`src/rtl/avalon_triangle_master_pkg.sv`:
```
// Shared types and constants for the triangle-test Avalon-MM master.
package avalon_triangle_master_pkg;

    // IDLE wait cmd | WR_A/B/C write sides | RD read verdict | RD_WAIT readdata latency | DONE result pulse
    typedef enum logic [2:0] {
        IDLE,
        WR_A,
        WR_B,
        WR_C,
        RD,
        RD_WAIT,
        DONE
    } state_t;

    localparam logic [1:0] ADDR_A      = 2'd0;
    localparam logic [1:0] ADDR_B      = 2'd1;
    localparam logic [1:0] ADDR_C      = 2'd2;
    localparam logic [1:0] ADDR_RESULT = 2'd3;

    localparam int TMO_CNT_W = 16;

endpackage

```
`src/rtl/avalon_triangle_master_if.sv`:
```
// Command, result and Avalon-MM signals between host, master and triangle slave.
interface avalon_triangle_master_if;

    logic        cmd_valid;
    logic        cmd_ready;
    logic [31:0] side_a;
    logic [31:0] side_b;
    logic [31:0] side_c;
    logic        result_valid;
    logic        result_is_triangle;
    logic [31:0] result_raw;
    logic        result_error;
    logic [1:0]  address;
    logic        read;
    logic        write;
    logic [31:0] writedata;
    logic        waitrequest;
    logic [31:0] readdata;

    modport master (
        input  cmd_valid, side_a, side_b, side_c, waitrequest, readdata,
        output cmd_ready, result_valid, result_is_triangle, result_raw, result_error,
        output address, read, write, writedata
    );

    modport slave (
        output cmd_valid, side_a, side_b, side_c, waitrequest, readdata,
        input  cmd_ready, result_valid, result_is_triangle, result_raw, result_error,
        input  address, read, write, writedata
    );

endinterface

```
`src/rtl/avalon_xfer_timeout.sv`:
```
// Saturating waitrequest-stall counter; expired fires on the stall edge that reaches the limit.
module avalon_xfer_timeout
    import avalon_triangle_master_pkg::*;
#(
    parameter int TIMEOUT_CYCLES = 255
) (
    input  logic clk,
    input  logic reset,
    input  logic stall,
    input  logic clear,
    output logic expired
);

    localparam logic [TMO_CNT_W:0] LIMIT = TIMEOUT_CYCLES[TMO_CNT_W:0];

    logic [TMO_CNT_W-1:0] count;
    logic [TMO_CNT_W:0]   count_inc;

    assign count_inc = {1'b0, count} + {{TMO_CNT_W{1'b0}}, 1'b1};
    assign expired   = (LIMIT != '0) && stall && (count_inc >= LIMIT);

    always_ff @(posedge clk or posedge reset) begin
        if (reset) begin
            count <= '0;
        end else if (clear) begin
            count <= '0;
        end else if (stall && (count != '1)) begin
            count <= count_inc[TMO_CNT_W-1:0];
        end
    end

endmodule

```
`src/rtl/avalon_triangle_master.sv`:
```
// Writes three sides to the triangle slave, reads back the verdict from address 3
// and reports it, aborting with an error if any transfer stalls past the timeout.
module avalon_triangle_master
    import avalon_triangle_master_pkg::*;
#(
    parameter int READ_CAPTURE_DELAY = 1,
    parameter int TIMEOUT_CYCLES     = 255
) (
    input  logic                            clk,
    input  logic                            reset,
    avalon_triangle_master_if.master        bus
);

    localparam logic [1:0] DLY_LAST = 2'(READ_CAPTURE_DELAY - 1);

    state_t      state;
    logic [31:0] lat_b;
    logic [31:0] lat_c;
    logic [1:0]  dly_cnt;
    logic        in_xfer;
    logic        stall;
    logic        xfer_clr;
    logic        tmo;

    assign in_xfer  = (state == WR_A) || (state == WR_B) || (state == WR_C) || (state == RD);
    assign stall    = in_xfer && bus.waitrequest;
    assign xfer_clr = !in_xfer || !bus.waitrequest;

    avalon_xfer_timeout #(
        .TIMEOUT_CYCLES(TIMEOUT_CYCLES)
    ) u_timeout (
        .clk     (clk),
        .reset   (reset),
        .stall   (stall),
        .clear   (xfer_clr),
        .expired (tmo)
    );

    always_ff @(posedge clk or posedge reset) begin
        if (reset) begin
            state                  <= IDLE;
            lat_b                  <= '0;
            lat_c                  <= '0;
            dly_cnt                <= '0;
            bus.cmd_ready          <= 1'b1;
            bus.read               <= 1'b0;
            bus.write              <= 1'b0;
            bus.address            <= ADDR_A;
            bus.writedata          <= '0;
            bus.result_valid       <= 1'b0;
            bus.result_is_triangle <= 1'b0;
            bus.result_raw         <= '0;
            bus.result_error       <= 1'b0;
        end else begin
            bus.result_valid <= 1'b0;
            if (in_xfer && tmo) begin
                bus.read               <= 1'b0;
                bus.write              <= 1'b0;
                bus.result_valid       <= 1'b1;
                bus.result_is_triangle <= 1'b0;
                bus.result_raw         <= '0;
                bus.result_error       <= 1'b1;
                state                  <= DONE;
            end else begin
                case (state)
                    IDLE: begin
                        if (bus.cmd_valid) begin
                            lat_b         <= bus.side_b;
                            lat_c         <= bus.side_c;
                            bus.cmd_ready <= 1'b0;
                            bus.write     <= 1'b1;
                            bus.address   <= ADDR_A;
                            bus.writedata <= bus.side_a;
                            state         <= WR_A;
                        end
                    end
                    WR_A: begin
                        if (!bus.waitrequest) begin
                            bus.address   <= ADDR_B;
                            bus.writedata <= lat_b;
                            state         <= WR_B;
                        end
                    end
                    WR_B: begin
                        if (!bus.waitrequest) begin
                            bus.address   <= ADDR_C;
                            bus.writedata <= lat_c;
                            state         <= WR_C;
                        end
                    end
                    WR_C: begin
                        if (!bus.waitrequest) begin
                            bus.write   <= 1'b0;
                            bus.read    <= 1'b1;
                            bus.address <= ADDR_RESULT;
                            state       <= RD;
                        end
                    end
                    RD: begin
                        if (!bus.waitrequest) begin
                            bus.read <= 1'b0;
                            if (READ_CAPTURE_DELAY == 0) begin
                                bus.result_valid       <= 1'b1;
                                bus.result_is_triangle <= bus.readdata[0];
                                bus.result_raw         <= bus.readdata;
                                bus.result_error       <= 1'b0;
                                state                  <= DONE;
                            end else begin
                                dly_cnt <= DLY_LAST;
                                state   <= RD_WAIT;
                            end
                        end
                    end
                    RD_WAIT: begin
                        if (dly_cnt == 2'd0) begin
                            bus.result_valid       <= 1'b1;
                            bus.result_is_triangle <= bus.readdata[0];
                            bus.result_raw         <= bus.readdata;
                            bus.result_error       <= 1'b0;
                            state                  <= DONE;
                        end else begin
                            dly_cnt <= dly_cnt - 2'd1;
                        end
                    end
                    DONE: begin
                        bus.cmd_ready <= 1'b1;
                        state         <= IDLE;
                    end
                    default: state <= IDLE;
                endcase
            end
        end
    end

endmodule
```
`src/flat_wrapper.sv`:
```
// flat-port wrapper written by rule: the top's interface ports become plain ports
module avalon_triangle_master_flat import avalon_triangle_master_pkg::*;
#(
    parameter int READ_CAPTURE_DELAY = 1,
    parameter int TIMEOUT_CYCLES     = 255
)
  (clk, reset, bus_cmd_valid, bus_side_a, bus_side_b, bus_side_c, bus_waitrequest, bus_readdata, bus_cmd_ready, bus_result_valid, bus_result_is_triangle, bus_result_raw, bus_result_error, bus_address, bus_read, bus_write, bus_writedata);
  avalon_triangle_master_if bus_i ();
  input  logic clk;
  input  logic reset;
  input wire logic [$bits(bus_i.cmd_valid)-1:0] bus_cmd_valid;
  input wire logic [$bits(bus_i.side_a)-1:0] bus_side_a;
  input wire logic [$bits(bus_i.side_b)-1:0] bus_side_b;
  input wire logic [$bits(bus_i.side_c)-1:0] bus_side_c;
  input wire logic [$bits(bus_i.waitrequest)-1:0] bus_waitrequest;
  input wire logic [$bits(bus_i.readdata)-1:0] bus_readdata;
  output wire logic [$bits(bus_i.cmd_ready)-1:0] bus_cmd_ready;
  output wire logic [$bits(bus_i.result_valid)-1:0] bus_result_valid;
  output wire logic [$bits(bus_i.result_is_triangle)-1:0] bus_result_is_triangle;
  output wire logic [$bits(bus_i.result_raw)-1:0] bus_result_raw;
  output wire logic [$bits(bus_i.result_error)-1:0] bus_result_error;
  output wire logic [$bits(bus_i.address)-1:0] bus_address;
  output wire logic [$bits(bus_i.read)-1:0] bus_read;
  output wire logic [$bits(bus_i.write)-1:0] bus_write;
  output wire logic [$bits(bus_i.writedata)-1:0] bus_writedata;
  assign bus_i.cmd_valid = bus_cmd_valid;
  assign bus_i.side_a = bus_side_a;
  assign bus_i.side_b = bus_side_b;
  assign bus_i.side_c = bus_side_c;
  assign bus_i.waitrequest = bus_waitrequest;
  assign bus_i.readdata = bus_readdata;
  assign bus_cmd_ready = bus_i.cmd_ready;
  assign bus_result_valid = bus_i.result_valid;
  assign bus_result_is_triangle = bus_i.result_is_triangle;
  assign bus_result_raw = bus_i.result_raw;
  assign bus_result_error = bus_i.result_error;
  assign bus_address = bus_i.address;
  assign bus_read = bus_i.read;
  assign bus_write = bus_i.write;
  assign bus_writedata = bus_i.writedata;
  avalon_triangle_master #(.READ_CAPTURE_DELAY(READ_CAPTURE_DELAY), .TIMEOUT_CYCLES(TIMEOUT_CYCLES)) u_core (.clk(clk), .reset(reset), .bus(bus_i));
endmodule
```
`config.mk`:
```
export PLATFORM = sky130hd
export DESIGN_NAME = avalon_triangle_master_flat
export DESIGN_NICKNAME = d
export VERILOG_FILES = /design/src/rtl/avalon_triangle_master_pkg.sv /design/src/rtl/avalon_triangle_master_if.sv /design/src/rtl/avalon_xfer_timeout.sv /design/src/rtl/avalon_triangle_master.sv /design/src/flat_wrapper.sv
export SDC_FILE = /design/constraint.sdc
export NUM_CORES = 1
export LEC_CHECK = 0
export ABC_AREA = 1
export CAP_MARGIN = 20
export CORE_ASPECT_RATIO = 0.8
export CORE_MARGIN = 2
export CORE_UTILIZATION = 48
export DETAILED_ROUTE_END_ITERATION = 10
export GPL_TIMING_DRIVEN = 0
export MAX_ROUTING_LAYER = met4
export PLACE_DENSITY_LB_ADDON = 0.2
export SYNTH_ARGS = -nofsm -noshare
export SYNTH_HDL_FRONTEND = slang
export SYNTH_SLANG_ARGS = --single-unit
```
`constraint.sdc`:
```
create_clock -name clk -period 6.9 [get_ports clk]
set_clock_uncertainty 0.15 [all_clocks]
set_input_delay 0.69 -clock clk [delete_from_list [all_inputs] [get_ports clk]]
set_output_delay 0.69 -clock clk [all_outputs]
set_load 0.1 [all_outputs]
```
# After elaboration in Yosys (flattened, before gate mapping)
# Cells that the tools add are included.
# totals
reg_bits	157
inputBits	132
output_inout_bits	72
# op_classes
n_addsub	2
magnitude_cmp	1
eq_ne	19
n_mux	43
n_bitwise	1
reduce_logical	30
# op_table
operator	count
$mux 32	6
$pmux 32 s3	1
$mux 16	2
$mux 3	7
$pmux 3 s6	1
$add 16x1->17 const B	1
$ge 17x8->1 const B	1
$ne 16x16->1 const B	1
$mux 1	15
$mux 2	6
$ne 2x2->1 const B	6
$ne 3x3->1 const B	4
$reduce_and 3->1	4
$reduce_and 6->1	2
$reduce_bool 2->1	5
$eq 3x3->1 const B	3
$reduce_bool 3->1	3
$pmux 2 s4	1
$eq 3x2->1 const B	2
$pmux 1 s2	3
$reduce_and 5->1	1
$logic_and 1x1->1	4
$logic_or 1x1->1	4
$pmux 2 s2	1
11 further kinds	12

# Depth between registers and ports, before layout
# Gate-level depths: netlist of the first run.
# logic_depth
depth_word	9
depth_mapped	16
mapped_depth_nobuf	15

# By module
# A second synthesis of the first run with hierarchy kept.
# unflattened
hier_cells	951
area_unflattened_um2	7392.1
# modules_own_cells
mod	instances	cells_per_inst	area_each_um2	seq_area_each_um2
avalon_triangle_master	1	791	6257.3	3504.6
avalon_xfer_timeout	1	160	1134.8	400.4

# Worst setup path before layout of the first run
# OpenSTA, ideal clock, no wires.
# synth_timing
path_kind	reg2reg
from	register u_core.u_timeout.count[1]
to	register u_core.bus.writedata[0]
setup_ps	120
t_arrival_ps	1938
t_required_ps	6630
path_slack_ps	4692
stages_incl_launch_ff	14
path_buffers	1
synth_period_minus_slack_ps	2208
path_cell_list	dfrtp_1 > ha_1 > nand3_1 > nor2_4 > nand3_1 > nand2_1 > nand2_1 > nor2_2 > nand3_2 > o21ai_4 > nand4_4 > buf_6 > nand2_1 > nand2_1
# synth_between
elab_chain_cells	6
# synth_lines
element	line	source
start, declared	avalon_xfer_timeout.sv:16	logic [TMO_CNT_W-1:0] count;
start signal, assigned	avalon_xfer_timeout.sv:28	count <= count_inc[TMO_CNT_W-1:0];
$add 16x1->17	avalon_xfer_timeout.sv:19	assign count_inc = {1'b0, count} + {{TMO_CNT_W{1'b0}}, 1'b1};
$ge 17x8->1	avalon_xfer_timeout.sv:20	assign expired = (LIMIT != '0) && stall && (count_inc >= LIMIT);
$logic_and 1x1->1	avalon_xfer_timeout.sv:20	
$logic_and 1x1->1	avalon_triangle_master.sv:56	if (in_xfer && tmo) begin
$not 1->1 (no source line)	n/a	
$reduce_and 5->1 (no source line)	n/a	
end signal, assigned	avalon_triangle_master.sv:73	bus.writedata <= bus.side_a;
end signal, assigned	avalon_triangle_master.sv:80	bus.writedata <= lat_b;
end signal, assigned	avalon_triangle_master.sv:87	bus.writedata <= lat_c;
end, declared	avalon_triangle_master_if.sv:23	output address, read, write, writedata
# Every way passes these cells.
# A chain may end at the register's enable or synchronous reset.

# Worst setup path in the final report of the first run
# layout_timing
from	register u_core.bus.cmd_ready
to	output bus_cmd_ready
# layout_lines
element	line	source
start, declared	avalon_triangle_master_if.sv:22	output cmd_ready, result_valid, result_is_triangle, result_raw, result_error,
start signal, assigned	avalon_triangle_master.sv:45	bus.cmd_ready <= 1'b1;
start signal, assigned	avalon_triangle_master.sv:70	bus.cmd_ready <= 1'b0;
start signal, assigned	avalon_triangle_master.sv:126	bus.cmd_ready <= 1'b1;
end, declared	flat_wrapper.sv:17	output wire logic [$bits(bus_i.cmd_ready)-1:0] bus_cmd_ready;
# No word-level cell between the ends.

==> results of run 1 <==
-- sequential cells by signal, summed over array words and instances, names as in the netlist --
register / count
u_core.dly_cnt: 2
u_core.bus.result_valid: 1
u_core.bus.writedata: 32
u_core.lat_b: 32
u_core.u_timeout.count: 16
u_core.bus.write: 1
u_core.bus.result_raw: 32
u_core.bus.result_error: 1
u_core.bus.address: 2
u_core.bus.cmd_ready: 1
u_core.state: 3
u_core.bus.read: 1
u_core.lat_c: 32
-- per-stage QoR --
step / util (%) / instance area (sq um) / TNS (ns) / setup slack [ns] / hold slack (ns)
global route: 68.1 / 10200 / 0 / 3.93 / 0.347
detailed placement: 64.1 / 9560 / 0 / 4.06 / 0.313
CTS: 68.1 / 10200 / 0 / 3.93 / 0.327
finish: 68.1 / 10200 / 0 / 3.95 / 0.321
global placement: 63.9 / 9520 / -34.55 / -0.235 / 0.308
floorplan: - / 7260 / 0 / 1.86 / 0.293
-- power groups by stage --
stage / logic [mW] / clock network (mW) / registers [mW]
global placement: 3.34 / 0 / 1.51
detailed placement: 3.39 / 0 / 1.52
finish: 3.39 / 0.951 / 1.51
global route: 3.63 / 1.00 / 1.56
floorplan: 1.12 / 0 / 2.90
CTS: 3.40 / 0.962 / 1.51
-- placed cells by master, fill, tap and decap left out, types with 2 or more instances in the layout --
cell type                           n
sky130_fd_sc_hd__nand2_1          314
sky130_fd_sc_hd__clkdlybuf4s50_1  203
sky130_fd_sc_hd__dfrtp_1          155
sky130_fd_sc_hd__inv_1             73
sky130_fd_sc_hd__o21ai_0           56
sky130_fd_sc_hd__a21oi_1           39
sky130_fd_sc_hd__nand3_1           38
sky130_fd_sc_hd__nand4_1           38
sky130_fd_sc_hd__nor2_1            36
sky130_fd_sc_hd__clkbuf_1          31
sky130_fd_sc_hd__o211ai_1          17
sky130_fd_sc_hd__clkbuf_16         17
sky130_fd_sc_hd__o221ai_1          15
sky130_fd_sc_hd__buf_2             10
sky130_fd_sc_hd__a31oi_1            7
sky130_fd_sc_hd__buf_6              6
sky130_fd_sc_hd__nor2_2             4
sky130_fd_sc_hd__clkinv_4           4
sky130_fd_sc_hd__clkinv_2           4
sky130_fd_sc_hd__inv_2              3
sky130_fd_sc_hd__clkinv_1           3
sky130_fd_sc_hd__nor2_4             3
sky130_fd_sc_hd__nand3b_1           3
sky130_fd_sc_hd__ha_1               3
sky130_fd_sc_hd__bufinv_16          3
sky130_fd_sc_hd__buf_4              2
sky130_fd_sc_hd__nand3_2            2
sky130_fd_sc_hd__xor2_1             2
sky130_fd_sc_hd__o21a_1             2
sky130_fd_sc_hd__clkbuf_8           2
-- logic make-up after synthesis --
family / count (synthesis) / synth area share (%)
fa+ha+maj: 3 / 0.517
flops: 156 / 53.8
simple gates: 442 / 26.1
xor+xnor: 2 / 0.241
buf+inv: 129 / 7.57
compound gates: 142 / 11.7
-- routing by layer --
layer	part of all wire, %	vias to the layer above	GRT usage, %
li1	-	3302	-
met2	46	281	40.6
met1	46	3215	36.9
met3	7.6	30	5.46
met5	0	-	-
met4	1.3	0	6.87
-- final cells by class --
| type | instances | area share [%] |
|---|---|---|
| Multi-Input combinational cell | 589 | 27.6 |
| Inverter | 80 | 3.01 |
| Buffer | 49 | 2.45 |
| Timing Repair Buffer | 204 | 20.3 |
| Clock buffer | 19 | 4.46 |
| Clock inverter | 11 | 1.43 |
| Tap cell | 189 | 2.33 |
| Sequential cell | 156 | 38.5 |
-- worst min path at each step --
stage                                 start                      end  slack, ns  depth (start not counted)
finish                u_core.bus.address[0]    u_core.bus.address[0]       0.32                          2
global route        u_core.bus.writedata[1]  u_core.bus.writedata[1]       0.35                          2
CTS                   u_core.bus.address[0]    u_core.bus.address[0]       0.33                          2
detailed placement    u_core.bus.address[0]    u_core.bus.address[0]       0.31                          2
global placement           u_core.lat_b[10]         u_core.lat_b[10]       0.31                          2
floorplan                   u_core.lat_b[0]          u_core.lat_b[0]       0.29                          2
==> results by group, run 1 <==
Die
  – Die Footprint: ~0.016 sq mm
  – Number of cell rows: 40
  – Die X: ~140 um
  – I/O pin count: between 200 and 250
  – Initial core utilization: about half
  – Core Box Area: about 0.015 sq mm
  – Chip height: about 110 um

Synthesis
  – Mean instance size in the synthesized netlist: 8.30 sq um
  – Share of the synthesized area in the top cell type: a little over half
  – Number of distinct standard cells referenced by the synthesized netlist: 35
  – Post-Synthesis Cells: just under 900
  – Post-synth EDFFs: 0
  – Synth area leader: sky130_fd_sc_hd__dfrtp_1
  – Top flip-flop cell by instance count after synthesis: sky130_fd_sc_hd__dfrtp_1
  – Post-synthesis instance area: between 0.007 and 0.008 sq mm
  – Dominant cells by area after synthesis: sky130_fd_sc_hd__dfrtp_1 (53%), sky130_fd_sc_hd__nand2_1 (16%), sky130_fd_sc_hd__o21ai_0 (3.9%)
  – Sequential cell area fraction in the yosys report: 53.8%
  – Number of warnings issued by yosys: 0
  – Async set-or-reset flop fraction in the synthesized netlist: 100%
  – Post-synthesis sequential element count: approximately 160
  – Most repeated cell in the gate-level netlist after synthesis: sky130_fd_sc_hd__nand2_1
  – Syn nets: about 1000
  – Most used standard cells in the synthesized netlist: sky130_fd_sc_hd__nand2_1 (314), sky130_fd_sc_hd__dfrtp_1 (155), sky130_fd_sc_hd__inv_1 (74)

Global route
  – Number of global-route vias before repair: around 6400
  – Combined global-route utilization of all metal layers: about a quarter
  – Maximum number of pins on one net before global-route repair: 95
  – Wire length of the first global-routing pass: ~33000 um
  – GRT overflow: 0
  – Number of antenna violations at the first check in global routing: 0

Power
  – Switching portion of total power: 52.6%
  – Power after layout: 5.86 mW
  – Power share of the clock group: 16.2%
  – Portion of total power attributed to combinational logic: 57.9%
  – Total internal power: about 2.8 mW
  – Max rail drop VDD: between 0.4 and 0.5 mV
  – Power per Cell Area: a little under 600 mW/mm^2
  – Switching power total: about 3.1 mW
  – P_leak: roughly 4.6 nW
  – Reg power frac: 25.9%

CTS
  – Gates resized, CTS repair: 0
  – Buffer count from post-CTS setup fixing: 0
  – Worst-Skew Late Latency: between 0.4 and 0.5 ns
  – Buffers from clock root to sink, at most: 2
  – Number of buffers added by the clock tree synthesis step: 17
  – TritonCTS clock tree: done
  – Hold-fix buffer count after cts: 0
  – Buffer cell driving the clock tree root: sky130_fd_sc_hd__clkbuf_16
  – CTS HTree Levels: 4
  – CTS sink count: roughly 160
  – Reg clk slew, reported paths: 0.06 ns

Routing
  – Per-cell via count in the routed design: about 5.3
  – Detailed-route wire length per cell: between 15 and 20 um
  – Number of nets still failing antenna checks after routing: 0
  – DRC Markers: 0
  – Initial DRT Pass Iterations: 5
  – Iteration-0 DRC Markers: 540
  – Routed wire length: approximately 20000 um
  – Total number of vias: 6828

Timing
  – Total count of hold-check failures in the final report: 0
  – Min cycle time layout: 2.95 ns
  – Peak Freq: approximately 340 MHz
  – Total count of max-transition violations in the final report: 0
  – Headroom to the max-slew limit: 30.2%
  – Worst-margin pin slew: about 1.0 ns
  – Unrepaired setup endpoints after global routing: no
  – Final setup fails: 0
  – Ratio of final minimum period to clock period: about 43%

Finish
  – ANT cells: 0
  – Number of nets at the end of the flow: approximately 1200
  – Area occupied by multi-input gates: approximately 0.0028 sq mm
  – Combined flip-flop and latch cell area: 0.00391 sq mm
  – Final instance count without filler cells: roughly 1300
  – Area growth, synth to finish: 40.0%
  – Number of fill cells in the layout: around 1200
  – Fraction of final layout cells sized beyond drive strength 1: under 10%

Hold path
  – Tightest Hold Check Type: reg -> reg

Critical path
  – Worst setup path category: reg -> out
  – Buffer and inverter count on the worst path: 1
  – Worst EP required: approximately 6.1 ns
  – Critical Path Fanout Max: 2
  – Cell family with the largest share of critical-path delay: buffers and inverters
  – Capturing point of the worst reg2reg path: u_core.bus.writedata[23]
  – CP Data Arrival Time: around 2.1 ns
  – RR Startpoint: u_core.u_timeout.count[1]
  – Max incr delay on CP: between 1 and 1.5 ns
  – Cells traversed along the worst timing path: clkdlybuf4s50_1
  – Worst Setup SP: u_core.bus.cmd_ready
  – Reg2reg path depth: 13
  – Setup crit start kind: flop
  – Number of stages on the worst setup path: 1
  – Flop-to-flop setup slack: 4.24 ns
  – Slowest cell on the critical path: sky130_fd_sc_hd__clkdlybuf4s50_1
  – Crit path to: bus_cmd_ready
  – Endpoint class of the critical path: primary output

Placed design
  – Routability Congestion: between 0.9 and 1
  – Cell count after placement: 1267
  – Detail Placement HPWL: 14600 um
  – Buffers on Ports: approximately 200

Run status
  – Outcome: finished clean

Job
  – Max-cap viol count: 0
Note: power is estimated with default switching activity, not from simulation.
==> run 2, diff against run 1 <==
==> constraint.sdc (replaced) <==
create_clock -name clk -period 2.9 [get_ports clk]
set_clock_uncertainty 0.15 [all_clocks]
set_input_delay 0.29 -clock clk [delete_from_list [all_inputs] [get_ports clk]]
set_output_delay 0.29 -clock clk [all_outputs]
set_load 0.1 [all_outputs]
==> run 2 against run 1 <==
Setup slack worse by 3.7 ns. Hold slack worse by 0.11 ns. Total power up 140%. Sequential share of layout area down 0.085 points. Largest cell class unchanged. Core utilization up 0.15 points. Register-to-register slack worse by 4.0 ns. Sequential cell count unchanged. Critical path depth up 12. Combinational power up 140%.
==> results by group, run 2 (synthesized netlist as in run 1, its figures left out) <==
CTS
  – CTS HTree Levels: 4
  – Buffers from clock root to sink, at most: 2
  – TritonCTS clock tree: done
  – Buffer cell driving the clock tree root: sky130_fd_sc_hd__clkbuf_16
  – Gates resized, CTS repair: 0
  – Buffer count from post-CTS setup fixing: 0
  – Worst-Skew Late Latency: 0.43 ns
  – CTS sink count: roughly 160
  – Number of buffers added by the clock tree synthesis step: 17
  – Reg clk slew, reported paths: 0.06 ns
  – Hold-fix buffer count after cts: 0

Timing
  – Total count of hold-check failures in the final report: 0
  – Ratio of final minimum period to clock period: 91.2%
  – Peak Freq: 378 MHz
  – Min cycle time layout: 2.64 ns
  – Unrepaired setup endpoints after global routing: no
  – Final setup fails: 0
  – Worst-margin pin slew: approximately 1.0 ns
  – Headroom to the max-slew limit: a little under a third
  – Total count of max-transition violations in the final report: 0

Routing
  – Per-cell via count in the routed design: roughly 5.3
  – Iteration-0 DRC Markers: about 470
  – Routed wire length: 20600 um
  – DRC Markers: 0
  – Initial DRT Pass Iterations: 5
  – Detailed-route wire length per cell: about 16 um
  – Total number of vias: roughly 6900
  – Number of nets still failing antenna checks after routing: 0

Power
  – Switching power total: 7.36 mW
  – Switching portion of total power: between 50 and 60%
  – Power after layout: 14.0 mW
  – Portion of total power attributed to combinational logic: roughly three fifths
  – Power share of the clock group: roughly 16%
  – P_leak: around 4.6 nW
  – Power per Cell Area: about 1400 mW/mm^2
  – Max rail drop VDD: between 0.8 and 0.9 mV
  – Total internal power: ~6.6 mW
  – Reg power frac: approximately 26%

Global route
  – Combined global-route utilization of all metal layers: a little over a quarter
  – Maximum number of pins on one net before global-route repair: 44
  – Number of antenna violations at the first check in global routing: 0
  – Wire length of the first global-routing pass: between 30000 and 40000 um
  – GRT overflow: 0
  – Number of global-route vias before repair: 6409

Die
  – Die X: around 140 um
  – Initial core utilization: 48.6%
  – Die Footprint: roughly 0.016 sq mm
  – Chip height: approximately 110 um
  – I/O pin count: slightly above 200
  – Core Box Area: ~0.015 sq mm
  – Number of cell rows: 40

Placed design
  – Instance area at placement: 0.00959 sq mm
  – Routability Congestion: between 0.9 and 1
  – Buffers on Ports: ~200
  – Cell count after placement: about 1300
  – Detail Placement HPWL: around 15000 um

Finish
  – Most common cell after layout, fill and taps aside: sky130_fd_sc_hd__nand2_1
  – Design area: 0.0102 sq mm
  – Final instance count without filler cells: 1300
  – ANT cells: 0
  – Area growth, synth to finish: 40.3%
  – Number of nets at the end of the flow: ~1200
  – Number of fill cells in the layout: around 1200
  – Fraction of final layout cells sized beyond drive strength 1: 6.12%
  – Most frequent cells in the layout: sky130_fd_sc_hd__nand2_1 (314), sky130_fd_sc_hd__clkdlybuf4s50_1 (203), sky130_fd_sc_hd__dfrtp_1 (155)

Critical path
  – Worst EP required: approximately 3.1 ns
  – Setup crit start kind: flop
  – Worst setup path category: reg -> reg
  – Endpoint class of the critical path: flop
  – Critical Path Fanout Max: 10
  – CP Data Arrival Time: between 2 and 3 ns

Job
  – Max-cap viol count: 0

Hold path
  – Tightest Hold Check Type: in -> async

Run status
  – Outcome: finished clean
## run 2: routing by layer
metal | vias to the layer above | share of wire, % | GRT usage, %
li1 | 3318 | - | -
met1 | 3239 | 45 | 36.5
met2 | 282 | 45 | 41.2
met3 | 30 | 7.8 | 6.00
met4 | 0 | 1.5 | 7.13
met5 | - | 0 | -
## run 2: layout make-up
type,count,area [sq um],area share [%]
timing repair buffer,206,2090,20.6
clock buffer,25,505,4.97
multi-input combinational,589,2800,27.5
buffer,49,249,2.45
clock inverter,6,83.8,0.824
inverter,80,304,2.99
tap,189,236,2.32
sequential,156,3910,38.4
## run 2: path summary, 6_finish.rpt
kind | cells past startpoint | start | slack [ns] | end
worst max-delay path | 13 | u_core.u_timeout.count[1] | 0.26 | u_core.bus.writedata[21]
worst min-delay path | 2 | reset | 0.21 | u_core.bus.result_raw[27]
worst max register to register | 13 | u_core.u_timeout.count[1] | 0.26 | u_core.bus.writedata[21]
worst min register to register | 2 | u_core.lat_b[15] | 0.32 | u_core.lat_b[15]
max in group asynchronous | 4 | reset | 1.40 | u_core.bus.cmd_ready
min in group clk | 3 | bus_side_b[4] | 0.26 | u_core.lat_b[4]
## run 2: through the flow
step	TNS, ns	util, %	hold WS (ns)	worst slack [ns]
2_1_floorplan	0	-	0.257	0.488
3_3_place_gp	-129.43	63.9	0.306	-0.847
3_5_place_dp	0	64.3	0.309	0.297
4_1_cts	0	68.2	0.224	0.277
5_1_grt	0	68.2	0.263	0.0125
6_report	0	68.2	0.210	0.256
## run 2: worst max-delay path, cell delays in order, from the launching register on
cell and delay, ns:
sky130_fd_sc_hd__dfrtp_1 0.43, sky130_fd_sc_hd__ha_1 0.25, sky130_fd_sc_hd__nand2_1 0.10, sky130_fd_sc_hd__nor2_2 0.20, sky130_fd_sc_hd__nand2_1 0.13, sky130_fd_sc_hd__nand2_1 0.10
sky130_fd_sc_hd__nand2_1 0.07, sky130_fd_sc_hd__nor2_1 0.13, sky130_fd_sc_hd__nand3_2 0.15, sky130_fd_sc_hd__o21ai_4 0.30, sky130_fd_sc_hd__nand4_4 0.20, sky130_fd_sc_hd__buf_6 0.21
sky130_fd_sc_hd__nand2_1 0.06, sky130_fd_sc_hd__nand2_1 0.06
## run 2: power groups by stage
stage	Clock, mW	Sequential (mW)	Combinational, mW
after floorplan	0	6.91	2.66
after global placement	0	3.61	7.95
after detailed placement	0	3.63	8.08
after CTS	2.24	3.61	8.12
after global routing	2.34	3.70	8.64
final	2.22	3.62	8.11
